File: config.mk
export PLATFORM = sky130hd
export DESIGN_NAME = key_debounce_multi
export DESIGN_NICKNAME = d
export VERILOG_FILES = /design/src/rtl/key_pkg.sv /design/src/rtl/key_chan.sv /design/src/rtl/key_debounce_multi.sv
export SDC_FILE = /design/constraint.sdc
export NUM_CORES = 1
export LEC_CHECK = 0
export ABC_AREA = 0
export CAP_MARGIN = 20
export CORE_ASPECT_RATIO = 0.9
export CORE_UTILIZATION = 38
export CTS_CLUSTER_SIZE = 40
export DETAILED_ROUTE_END_ITERATION = 6
export MAX_ROUTING_LAYER = met4
export PLACE_DENSITY_LB_ADDON = 0.1
export REMOVE_ABC_BUFFERS = 1
export SYNTH_ARGS = -nofsm -noshare
export SYNTH_HDL_FRONTEND = slang
export SYNTH_SLANG_ARGS = --single-unit
File: constraint.sdc
create_clock -name clk -period 3.5 [get_ports clk]
set_input_delay 0.525 -clock clk [delete_from_list [all_inputs] [get_ports clk]]
set_output_delay 0.525 -clock clk [all_outputs]
set_load 0.03 [all_outputs]
File: src/rtl/key_pkg.sv
// Shared definitions for the multi-key debouncer: channel FSM encodings
// and the millisecond tick derivation.
package key_pkg;

  typedef enum logic [1:0] {
    ST_RELEASED = 2'd0,
    ST_PRESSED  = 2'd1,
    ST_LONG     = 2'd2
  } key_state_e;

  function automatic int tick_cycles(input int clk_hz);
    return clk_hz / 1000;
  endfunction

endpackage

File: src/rtl/key_chan.sv
// One key channel: synchroniser, tick-based debounce, press/long/repeat FSM,
// toggle and event counter. Held at reset values while en is low.
module key_chan
  import key_pkg::*;
#(
  parameter int DEBOUNCE_MS = 20,
  parameter int LONG_MS     = 1000,
  parameter int REPEAT_MS   = 200,
  parameter int CNT_W       = 3
) (
  input  logic             clk,
  input  logic             rst,
  input  logic             tick,
  input  logic             en,
  input  logic             key_raw,
  output logic             key_level,
  output logic             key_press,
  output logic             key_release,
  output logic             key_long,
  output logic             key_repeat,
  output logic             key_toggle,
  output logic [CNT_W-1:0] key_count,
  output logic [1:0]       state_dbg
);

  localparam int DW = $clog2(DEBOUNCE_MS + 1);
  localparam int HW = $clog2(LONG_MS + 1);
  localparam int RW = $clog2(REPEAT_MS + 1);

  logic             sync1_q, sync1_d, sync2_q, sync2_d;
  logic [DW-1:0]    db_cnt_q, db_cnt_d;
  logic [HW-1:0]    hold_cnt_q, hold_cnt_d;
  logic [RW-1:0]    rep_cnt_q, rep_cnt_d;
  logic             level_q, level_d;
  logic             press_q, press_d, release_q, release_d;
  logic             long_q, long_d, repeat_q, repeat_d;
  logic             toggle_q, toggle_d;
  logic [CNT_W-1:0] count_q, count_d;
  key_state_e       state_q, state_d;

  always_comb begin
    sync1_d    = key_raw;
    sync2_d    = sync1_q;
    db_cnt_d   = db_cnt_q;
    hold_cnt_d = hold_cnt_q;
    rep_cnt_d  = rep_cnt_q;
    level_d    = level_q;
    state_d    = state_q;
    toggle_d   = toggle_q;
    count_d    = count_q;
    press_d    = 1'b0;
    release_d  = 1'b0;
    long_d     = 1'b0;
    repeat_d   = 1'b0;
    if (!en) begin
      level_d    = 1'b0;
      db_cnt_d   = '0;
      hold_cnt_d = '0;
      rep_cnt_d  = '0;
      state_d    = ST_RELEASED;
      toggle_d   = 1'b0;
      count_d    = '0;
    end else begin
      // Keys are active-low; compare the pressed sense against the accepted level.
      if (~sync2_q == level_q) begin
        db_cnt_d = '0;
      end else if (tick) begin
        if (db_cnt_q == DW'(DEBOUNCE_MS - 1)) begin
          level_d  = ~level_q;
          db_cnt_d = '0;
        end else begin
          db_cnt_d = db_cnt_q + 1'b1;
        end
      end
      case (state_q)
        ST_RELEASED: begin
          if (level_d && !level_q) begin
            state_d    = ST_PRESSED;
            press_d    = 1'b1;
            toggle_d   = ~toggle_q;
            count_d    = count_q + 1'b1;
            hold_cnt_d = '0;
            rep_cnt_d  = '0;
          end
        end
        ST_PRESSED: begin
          if (!level_d) begin
            state_d    = ST_RELEASED;
            release_d  = 1'b1;
            hold_cnt_d = '0;
            rep_cnt_d  = '0;
          end else if (tick) begin
            if (hold_cnt_q == HW'(LONG_MS - 1)) begin
              state_d   = ST_LONG;
              long_d    = 1'b1;
              rep_cnt_d = '0;
            end else begin
              hold_cnt_d = hold_cnt_q + 1'b1;
            end
          end
        end
        ST_LONG: begin
          if (!level_d) begin
            state_d    = ST_RELEASED;
            release_d  = 1'b1;
            hold_cnt_d = '0;
            rep_cnt_d  = '0;
          end else if (tick) begin
            if (rep_cnt_q == RW'(REPEAT_MS - 1)) begin
              repeat_d  = 1'b1;
              count_d   = count_q + 1'b1;
              rep_cnt_d = '0;
            end else begin
              rep_cnt_d = rep_cnt_q + 1'b1;
            end
          end
        end
        default: state_d = ST_RELEASED;
      endcase
    end
  end

  always_ff @(posedge clk) begin
    if (rst) begin
      sync1_q    <= 1'b1;
      sync2_q    <= 1'b1;
      db_cnt_q   <= '0;
      hold_cnt_q <= '0;
      rep_cnt_q  <= '0;
      level_q    <= 1'b0;
      state_q    <= ST_RELEASED;
      toggle_q   <= 1'b0;
      count_q    <= '0;
      press_q    <= 1'b0;
      release_q  <= 1'b0;
      long_q     <= 1'b0;
      repeat_q   <= 1'b0;
    end else begin
      sync1_q    <= sync1_d;
      sync2_q    <= sync2_d;
      db_cnt_q   <= db_cnt_d;
      hold_cnt_q <= hold_cnt_d;
      rep_cnt_q  <= rep_cnt_d;
      level_q    <= level_d;
      state_q    <= state_d;
      toggle_q   <= toggle_d;
      count_q    <= count_d;
      press_q    <= press_d;
      release_q  <= release_d;
      long_q     <= long_d;
      repeat_q   <= repeat_d;
    end
  end

  assign key_level   = level_q;
  assign key_press   = press_q;
  assign key_release = release_q;
  assign key_long    = long_q;
  assign key_repeat  = repeat_q;
  assign key_toggle  = toggle_q;
  assign key_count   = count_q;
  assign state_dbg   = state_q;

endmodule

File: src/rtl/key_debounce_multi.sv
// Multi-key debouncer top: shared 1 ms tick, power-up hold-off and one
// key_chan per key. dbg_state exposes each channel FSM (2 bits per key).
module key_debounce_multi
  import key_pkg::*;
#(
  parameter int NUM_KEYS    = 4,
  parameter int CLK_HZ      = 50_000_000,
  parameter int HOLDOFF_MS  = 1000,
  parameter int DEBOUNCE_MS = 20,
  parameter int LONG_MS     = 1000,
  parameter int REPEAT_MS   = 200,
  parameter int CNT_W       = 3
) (
  input  logic                      clk,
  input  logic                      rst,
  input  logic [NUM_KEYS-1:0]       key_in,
  output logic                      ready,
  output logic [NUM_KEYS-1:0]       key_level,
  output logic [NUM_KEYS-1:0]       key_press,
  output logic [NUM_KEYS-1:0]       key_release,
  output logic [NUM_KEYS-1:0]       key_long,
  output logic [NUM_KEYS-1:0]       key_repeat,
  output logic [NUM_KEYS-1:0]       key_toggle,
  output logic [NUM_KEYS*CNT_W-1:0] key_count,
  output logic [NUM_KEYS*2-1:0]     dbg_state
);

  localparam int TICK_CYC = tick_cycles(CLK_HZ);
  localparam int TW       = $clog2(TICK_CYC + 1);
  localparam int OW       = $clog2(HOLDOFF_MS + 1);

  logic [TW-1:0] tick_cnt_q, tick_cnt_d;
  logic [OW-1:0] hold_cnt_q, hold_cnt_d;
  logic          ready_q, ready_d;
  logic          tick;

  always_comb begin
    tick       = (tick_cnt_q == TW'(TICK_CYC - 1));
    tick_cnt_d = tick ? '0 : tick_cnt_q + 1'b1;
    hold_cnt_d = hold_cnt_q;
    ready_d    = ready_q;
    // Hold-off counts whole ticks; ready rises on the HOLDOFF_MS-th one.
    if (!ready_q && tick) begin
      if (hold_cnt_q == OW'(HOLDOFF_MS - 1)) ready_d = 1'b1;
      else hold_cnt_d = hold_cnt_q + 1'b1;
    end
  end

  always_ff @(posedge clk) begin
    if (rst) begin
      tick_cnt_q <= '0;
      hold_cnt_q <= '0;
      ready_q    <= 1'b0;
    end else begin
      tick_cnt_q <= tick_cnt_d;
      hold_cnt_q <= hold_cnt_d;
      ready_q    <= ready_d;
    end
  end

  assign ready = ready_q;

  for (genvar k = 0; k < NUM_KEYS; k++) begin : g_chan
    key_chan #(
      .DEBOUNCE_MS (DEBOUNCE_MS),
      .LONG_MS     (LONG_MS),
      .REPEAT_MS   (REPEAT_MS),
      .CNT_W       (CNT_W)
    ) u_chan (
      .clk         (clk),
      .rst         (rst),
      .tick        (tick),
      .en          (ready_q),
      .key_raw     (key_in[k]),
      .key_level   (key_level[k]),
      .key_press   (key_press[k]),
      .key_release (key_release[k]),
      .key_long    (key_long[k]),
      .key_repeat  (key_repeat[k]),
      .key_toggle  (key_toggle[k]),
      .key_count   (key_count[k*CNT_W +: CNT_W]),
      .state_dbg   (dbg_state[k*2 +: 2])
    );
  end

endmodule
Word-level counts from Yosys, hierarchy flattened
Cells that the tools add are included.
W data, S select, Z words.

cells by class
  equality and inequality tests = 62
  multiplexer cells = 136
  add/sub/neg operators = 18
  reductions and logical operators = 70
  bitwise gates (word level) = 35

operator list
  kind                     count
  $mux W8                  28
  $mux W10                 20
  $pmux W10 S3             4
  $pmux W8 S3              4
  $reduce_and A5 Y1        12
  $add A10 B1 Y10 const B  5
  $eq A10 B10 Y1 const B   5
  $mux W3                  16
  $ne A3 B3 Y1 const B     14
  $mux W2                  20
  $reduce_or A5 Y1         8
  $reduce_or A3 Y1         12
  $not A1 Y1               35
  $add A8 B1 Y8 const B    4
  $eq A8 B8 Y1 const B     4
  $mux W1                  32
  $ne A2 B1 Y1 const B     13
  $pmux W2 S3              4
  $pmux W3 S2              4
  $add A5 B1 Y5 const B    4
  $eq A5 B5 Y1 const B     4
  $mux W5                  4
  $add A16 B1 Y16 const B  1
  $eq A16 B16 Y1 const B   1
  14 further kinds         63

word-level totals
  input port bits = 6
  logic and storage cells = 376
  register bits after elaboration = 171
  output and inout port bits = 45

Longest topological paths before layout
  word-level depth = 8
  gate-level depth with buffers = 11
  gate-level depth less buffers = 9

Modules after synthesis
A second synthesis with hierarchy kept.

second synthesis, totals
  cell total of the unflattened synthesis = 1,041
  area, all modules = 9,312.7 µm²

modules (own cells, without submodules)
  module                           times used  cells an instance  area an instance (µm²)  seq. area each (µm²)
  key_chan (g_chan[0].u_chan ...)  3           224                1,988.2                 720.7
  key_chan (g_chan[3].u_chan)      1           217                1,968.1                 720.7
  key_debounce_multi               1           152                1,380.1                 540.5

Least setup slack after synthesis
OpenSTA, ideal clock, no wires.

  path type = register -> register
  start point = register tick_cnt_q[0]
  end point = register g_chan[1].u_chan.rep_cnt_q[5]
  data arrival time = 2,285 ps
  path buffers = 2
  period minus slack after synthesis = 2,419 ps
  slack = 1,081 ps
  cell stages (with the launch flop) = 11
  setup time = 134 ps
  data required time = 3,366 ps
  cells stage by stage = dfxtp_1 > ha_1 > and3_1 > buf_2 > and4_1 > buf_4 > a21oi_1 > a211oi_2 > or4_1 > xor2_1 > nor2_1

on the way
  longest elaborated chain between the ends = 7
  elaborated cells on any way between the ends = 13
  classes of those cells = eq/ne: 5; mux: 6; reduce/logical: 2

ends and longest elaborated chain
  item                                RTL line                  text
  start, declared                     key_debounce_multi.sv:32  logic [TW-1:0] tick_cnt_q, tick_cnt_d;
  start signal, assigned              key_debounce_multi.sv:55  tick_cnt_q <= tick_cnt_d;
  $eq A16 B16 Y1 *                    key_debounce_multi.sv:38  tick = (tick_cnt_q == TW'(TICK_CYC - 1));
  $mux W1                             key_chan.sv:67            end else if (tick) begin
  $mux W1                             key_chan.sv:65            if (~sync2_q == level_q) begin
  $mux W1                             key_chan.sv:55            if (!en) begin
  $logic_and A1 B1 Y1                 key_chan.sv:77            if (level_d && !level_q) begin
  $ne A2 B1 Y1 (no source line)       --
  $reduce_and A5 Y1 (no source line)  --
  end signal, assigned                key_chan.sv:143           rep_cnt_q <= rep_cnt_d;
  end, declared                       key_chan.sv:33            logic [RW-1:0] rep_cnt_q, rep_cnt_d;

Every way passes the cells marked *; elsewhere a longest branch is shown, timed or not. The select of a mux whose other input is x is not followed.
A chain may end at the register's enable or synchronous reset.

Final worst setup path
  start point = register tick_cnt_q[0]
  end point = register g_chan[0].u_chan.rep_cnt_q[4]

on the way
  longest elaborated chain between the ends = 7
  elaborated cells on any way between the ends = 13
  classes of those cells = eq/ne: 5; mux: 6; reduce/logical: 2

ends and longest elaborated chain
  item                                RTL line
  $eq A16 B16 Y1 *                    key_debounce_multi.sv:38
  $mux W1                             key_chan.sv:67
  $mux W1                             key_chan.sv:65
  $mux W1                             key_chan.sv:55
  $logic_and A1 B1 Y1                 key_chan.sv:77
  $ne A2 B1 Y1 (no source line)       --
  $reduce_and A5 Y1 (no source line)  --
  end signal, assigned                key_chan.sv:143
  end, declared                       key_chan.sv:33

Marked as above.

==> impl_results.rst <==
.. list-table::
   :header-rows: 1

   * - Metric
     - Value
   * - Top-level I/O count
     - 51
   * - R2r endpoint
     - g_chan[0].u_chan.rep_cnt_q[4]
   * - Hold Path Origin
     - g_chan[3].u_chan.sync1_q
   * - Arrival time at the worst endpoint
     - 3.22 ns
   * - Pre-antenna DRT Iters
     - 5
   * - Netlist area before placement
     - 8560 sq um
   * - Switching portion of total power
     - 19.2%
   * - Initial standard-cell utilization of the core
     - 39.1%
   * - Count of flip-flops with a built-in enable after synthesis
     - 0
   * - Setup repair after global routing missed its margin
     - no
   * - Area of the die
     - 23100 sq um
   * - Register bit total from synthesis
     - 171
   * - Area Growth Syn to Fin
     - 15.4%
   * - Max-cap violation count
     - 0
   * - Most frequent standard cell in the layout excluding fill and tap cells
     - dfxtp_1
   * - WP data required
     - 3.81 ns
   * - Leakage power summed over all cells
     - 0.00334 uW
   * - Filler Cell Count
     - 2155
   * - Portion of the post-synthesis area used by sequential elements
     - 40.0%
   * - Layout Cell Area excl Fill
     - 9870 sq um
   * - Worst vdd rail ir drop
     - 248 uV
   * - Clk network pwr share
     - 50.3%
   * - Gate Count Post-Synth
     - 1005
   * - Clock tree root driver cell
     - clkbuf_16
   * - Total clock buffers created by CTS
     - 17
   * - Number of clock sinks
     - 171
   * - Worst reg-to-reg setup slack
     - 0.59 ns
   * - Sum of internal, switching and leakage power
     - 3990 uW
   * - Number of antenna violations at the first check in global routing
     - 1
   * - Top fanout value on the critical path
     - 11
   * - Post-placement cell area
     - 9240 sq um
   * - Ratio of total power to cell area
     - 404 nW/um^2
   * - Routability-driven placement congestion ratio
     - 0.848
   * - Pin count of the biggest net entering global routing
     - 44
   * - N_diodes
     - 0
   * - Post-CTS Setup Repair Bufs
     - 0
   * - Footprint of the flip-flops and latches
     - 3420 sq um
   * - Final setup skew
     - 0.00875 ns
   * - Remaining antenna violation count after routing
     - 0
   * - Hold EP
     - g_chan[3].u_chan.sync2_q
   * - Hold Crit Class
     - flop to flop
   * - Cell Rows
     - 51
   * - Status
     - completed
   * - TritonCTS clock tree
     - done
   * - Final setup violating endpoints
     - 0
   * - Average size of a mapped cell
     - 8.51 sq um
   * - Vias
     - 7030
   * - Number of warnings issued by yosys
     - 0
   * - Avg Vias per Cell
     - 5.26
   * - Detailed router's first-iteration violation count
     - 481
   * - Achievable frequency
     - 343 MHz
   * - Area share of the largest cell type after synthesis
     - 40.0%
   * - Level count of the clock H-tree
     - 4
   * - Total global-route track usage
     - 17.6%
   * - Total grt overflow
     - 0
   * - Tcrit/Tclk final
     - 83.2%
   * - Most used DFF post-synth
     - dfxtp_1
   * - Endpoint kind of the worst setup timing path
     - flop
   * - Per-cell routed wire length
     - 14.3 microns
   * - Clock period minus final worst setup slack
     - 2.91 ns
   * - Share of total power in sequential cells
     - 49.1%
   * - Number of cells on the worst hold path
     - 1
   * - Library cells used by synthesis
     - 73
   * - CTS hold repair buffers
     - 0
   * - FF-to-FF path depth
     - 8
   * - Pre-CTS setup slack
     - 0.627 ns
   * - Aggregate negative setup slack
     - 0 ns
   * - FFs w/ async S/R, synth
     - 0%
   * - Clk buf depth
     - 2
   * - Ratio of cells with drive above 1 in the final layout
     - 7.37%
   * - Layout Cells excl Fill
     - 1336
   * - Area used by multi-input combinational logic
     - 4710 sq um
   * - Worst r2r src
     - tick_cnt_q[0]
   * - Source-to-sink clock delay at the later pin of the worst-skew pair
     - 0.42 ns
   * - Highest-count cells in the layout ignoring fill and taps
     - 171 x dfxtp_1, 140 x nor2_1, 77 x nand2_1
   * - Std-Cell Core Area
     - 21900 sq um
   * - Dpl hpwl
     - 13200 microns
   * - Global-route wire length before repair
     - 32400 microns
   * - Critical path type
     - flop to flop
   * - Inst Count DP
     - 1305
   * - Setup WS post-layout
     - 0.589 ns
   * - Clock transition at the registers of the reported paths
     - 0.06 ns
   * - Startpoint type of the worst setup path
     - flop
   * - Reported net switching power
     - 766 uW
   * - Number of slew-limit violations in the final report
     - 0
   * - Quantity of gates resized following cts
     - 0
   * - Cell types occupying the most area after synthesis
     - dfxtp_1 40%, nor2_1 6.1%, ha_1 5.0%
   * - Die width
     - 160 microns
   * - Die outline height
     - 144 microns
   * - Logic pwr share
     - 0.6%
   * - Final count of hold timing violations
     - 0
   * - Vias in the first global route
     - 6666
   * - Actual transition at the worst max-transition pin
     - 0.743 ns
   * - Port Buf Inserts
     - 50
   * - Residual DRC count
     - 0
   * - Biggest area consumer among synthesized cells
     - dfxtp_1
   * - P_int
     - 3230 uW
   * - Detailed Route WL
     - 19000 microns
   * - Rel. slew slack
     - 50.2%
   * - Nets
     - 1074
[sequential cells by signal (all words and copies together), names as in the netlist, 8 cells and up]
| name | flops |
|---|---|
| g_chan.u_chan.state_dbg | 8 |
| tick_cnt_q | 16 |
| g_chan.u_chan.hold_cnt_q | 40 |
| g_chan.u_chan.rep_cnt_q | 32 |
| g_chan.u_chan.db_cnt_q | 20 |
| hold_cnt_q | 10 |
| g_chan.u_chan.key_count | 12 |
[power by group through the flow]
stage | logic, uW | clock network, uW | registers (uW)
after floorplan | 11.8 | 0 | 2000
after global placement | 26.2 | 0 | 2000
final | 25.5 | 2010 | 1960
after detailed placement | 25.7 | 0 | 2000
after global routing | 29.1 | 2140 | 1960
after CTS | 25.8 | 2070 | 1960
[per-layer routing]
layer	global-route usage [%]	vias up	routed length [microns]
met5	-	-	0
met4	4.96	0	205
met3	2.87	16	645
met2	27.5	121	8340
met1	23.6	3281	9850
li1	-	3612	-
[area by class of cell]
| class | count | area share (%) |
|---|---|---|
| clock buffer | 23 | 4.94 |
| multi-input combinational | 747 | 47.7 |
| timing repair buffer | 67 | 6.46 |
| sequential | 171 | 34.7 |
| inverter | 30 | 1.14 |
| clock inverter | 7 | 1.39 |
| tap | 291 | 3.69 |
[worst max-delay path, cell delays in order (launching register included)]
cell and delay, ns:
dfxtp_1 0.34, ha_1 0.18, and3_1 0.34, nand4_2 0.23, o41ai_4 0.44, nand2_1 0.33
a21oi_1 0.46, o21ai_0 0.18, a32o_1 0.29
[through the flow]
step                      utilization (%)  hold WS (ns)
final                                45.1         0.408
after global routing                 45.1         0.423
after CTS                            45.1         0.409
after detailed placement             42.2         0.396
after global placement               42.2         0.390
after floorplan                         -         0.389
[worst max path at each step]
| stage | from | cells after the start | slack (ns) | end |
|---|---|---|---|---|
| after global placement | tick_cnt_q[0] | 8 | 0.70 | g_chan[0].u_chan.rep_cnt_q[5] |
| after floorplan | ready | 5 | 0.25 | g_chan[2].u_chan.hold_cnt_q[2] |
| after CTS | tick_cnt_q[0] | 9 | 0.61 | g_chan[2].u_chan.hold_cnt_q[9] |
| after global routing | tick_cnt_q[0] | 9 | 0.33 | g_chan[0].u_chan.rep_cnt_q[4] |
| after detailed placement | tick_cnt_q[0] | 9 | 0.63 | g_chan[3].u_chan.hold_cnt_q[6] |
| final | tick_cnt_q[0] | 8 | 0.59 | g_chan[0].u_chan.rep_cnt_q[4] |
[cell usage after synthesis, types with 13 or more instances]
| cell type | n |
|---|---|
| and3_1 | 24 |
| inv_1 | 30 |
| nor4_1 | 13 |
| xnor2_1 | 44 |
| o21ai_0 | 42 |
| nor2_1 | 140 |
| dfxtp_1 | 171 |
| nand2_1 | 77 |
| ha_1 | 34 |
| nand4_1 | 23 |
| nand3_1 | 46 |
| nor3_1 | 38 |
| a21oi_1 | 47 |
| clkbuf_1 | 23 |
| buf_4 | 26 |
| xor2_1 | 30 |
[cell families after synthesis]
group | count (synthesis) | share of synthesized area [%]
AOI/OAI and AO/OA | 170 | 13.4
xor gates and xnor gates | 74 | 7.58
adders and majority gates | 34 | 4.97
buffers and inverters | 87 | 5.05
DFF | 171 | 40.0
muxes | 9 | 1.07
and+or+nand+nor | 460 | 28.0
Power figures use the tool's default switching activity.
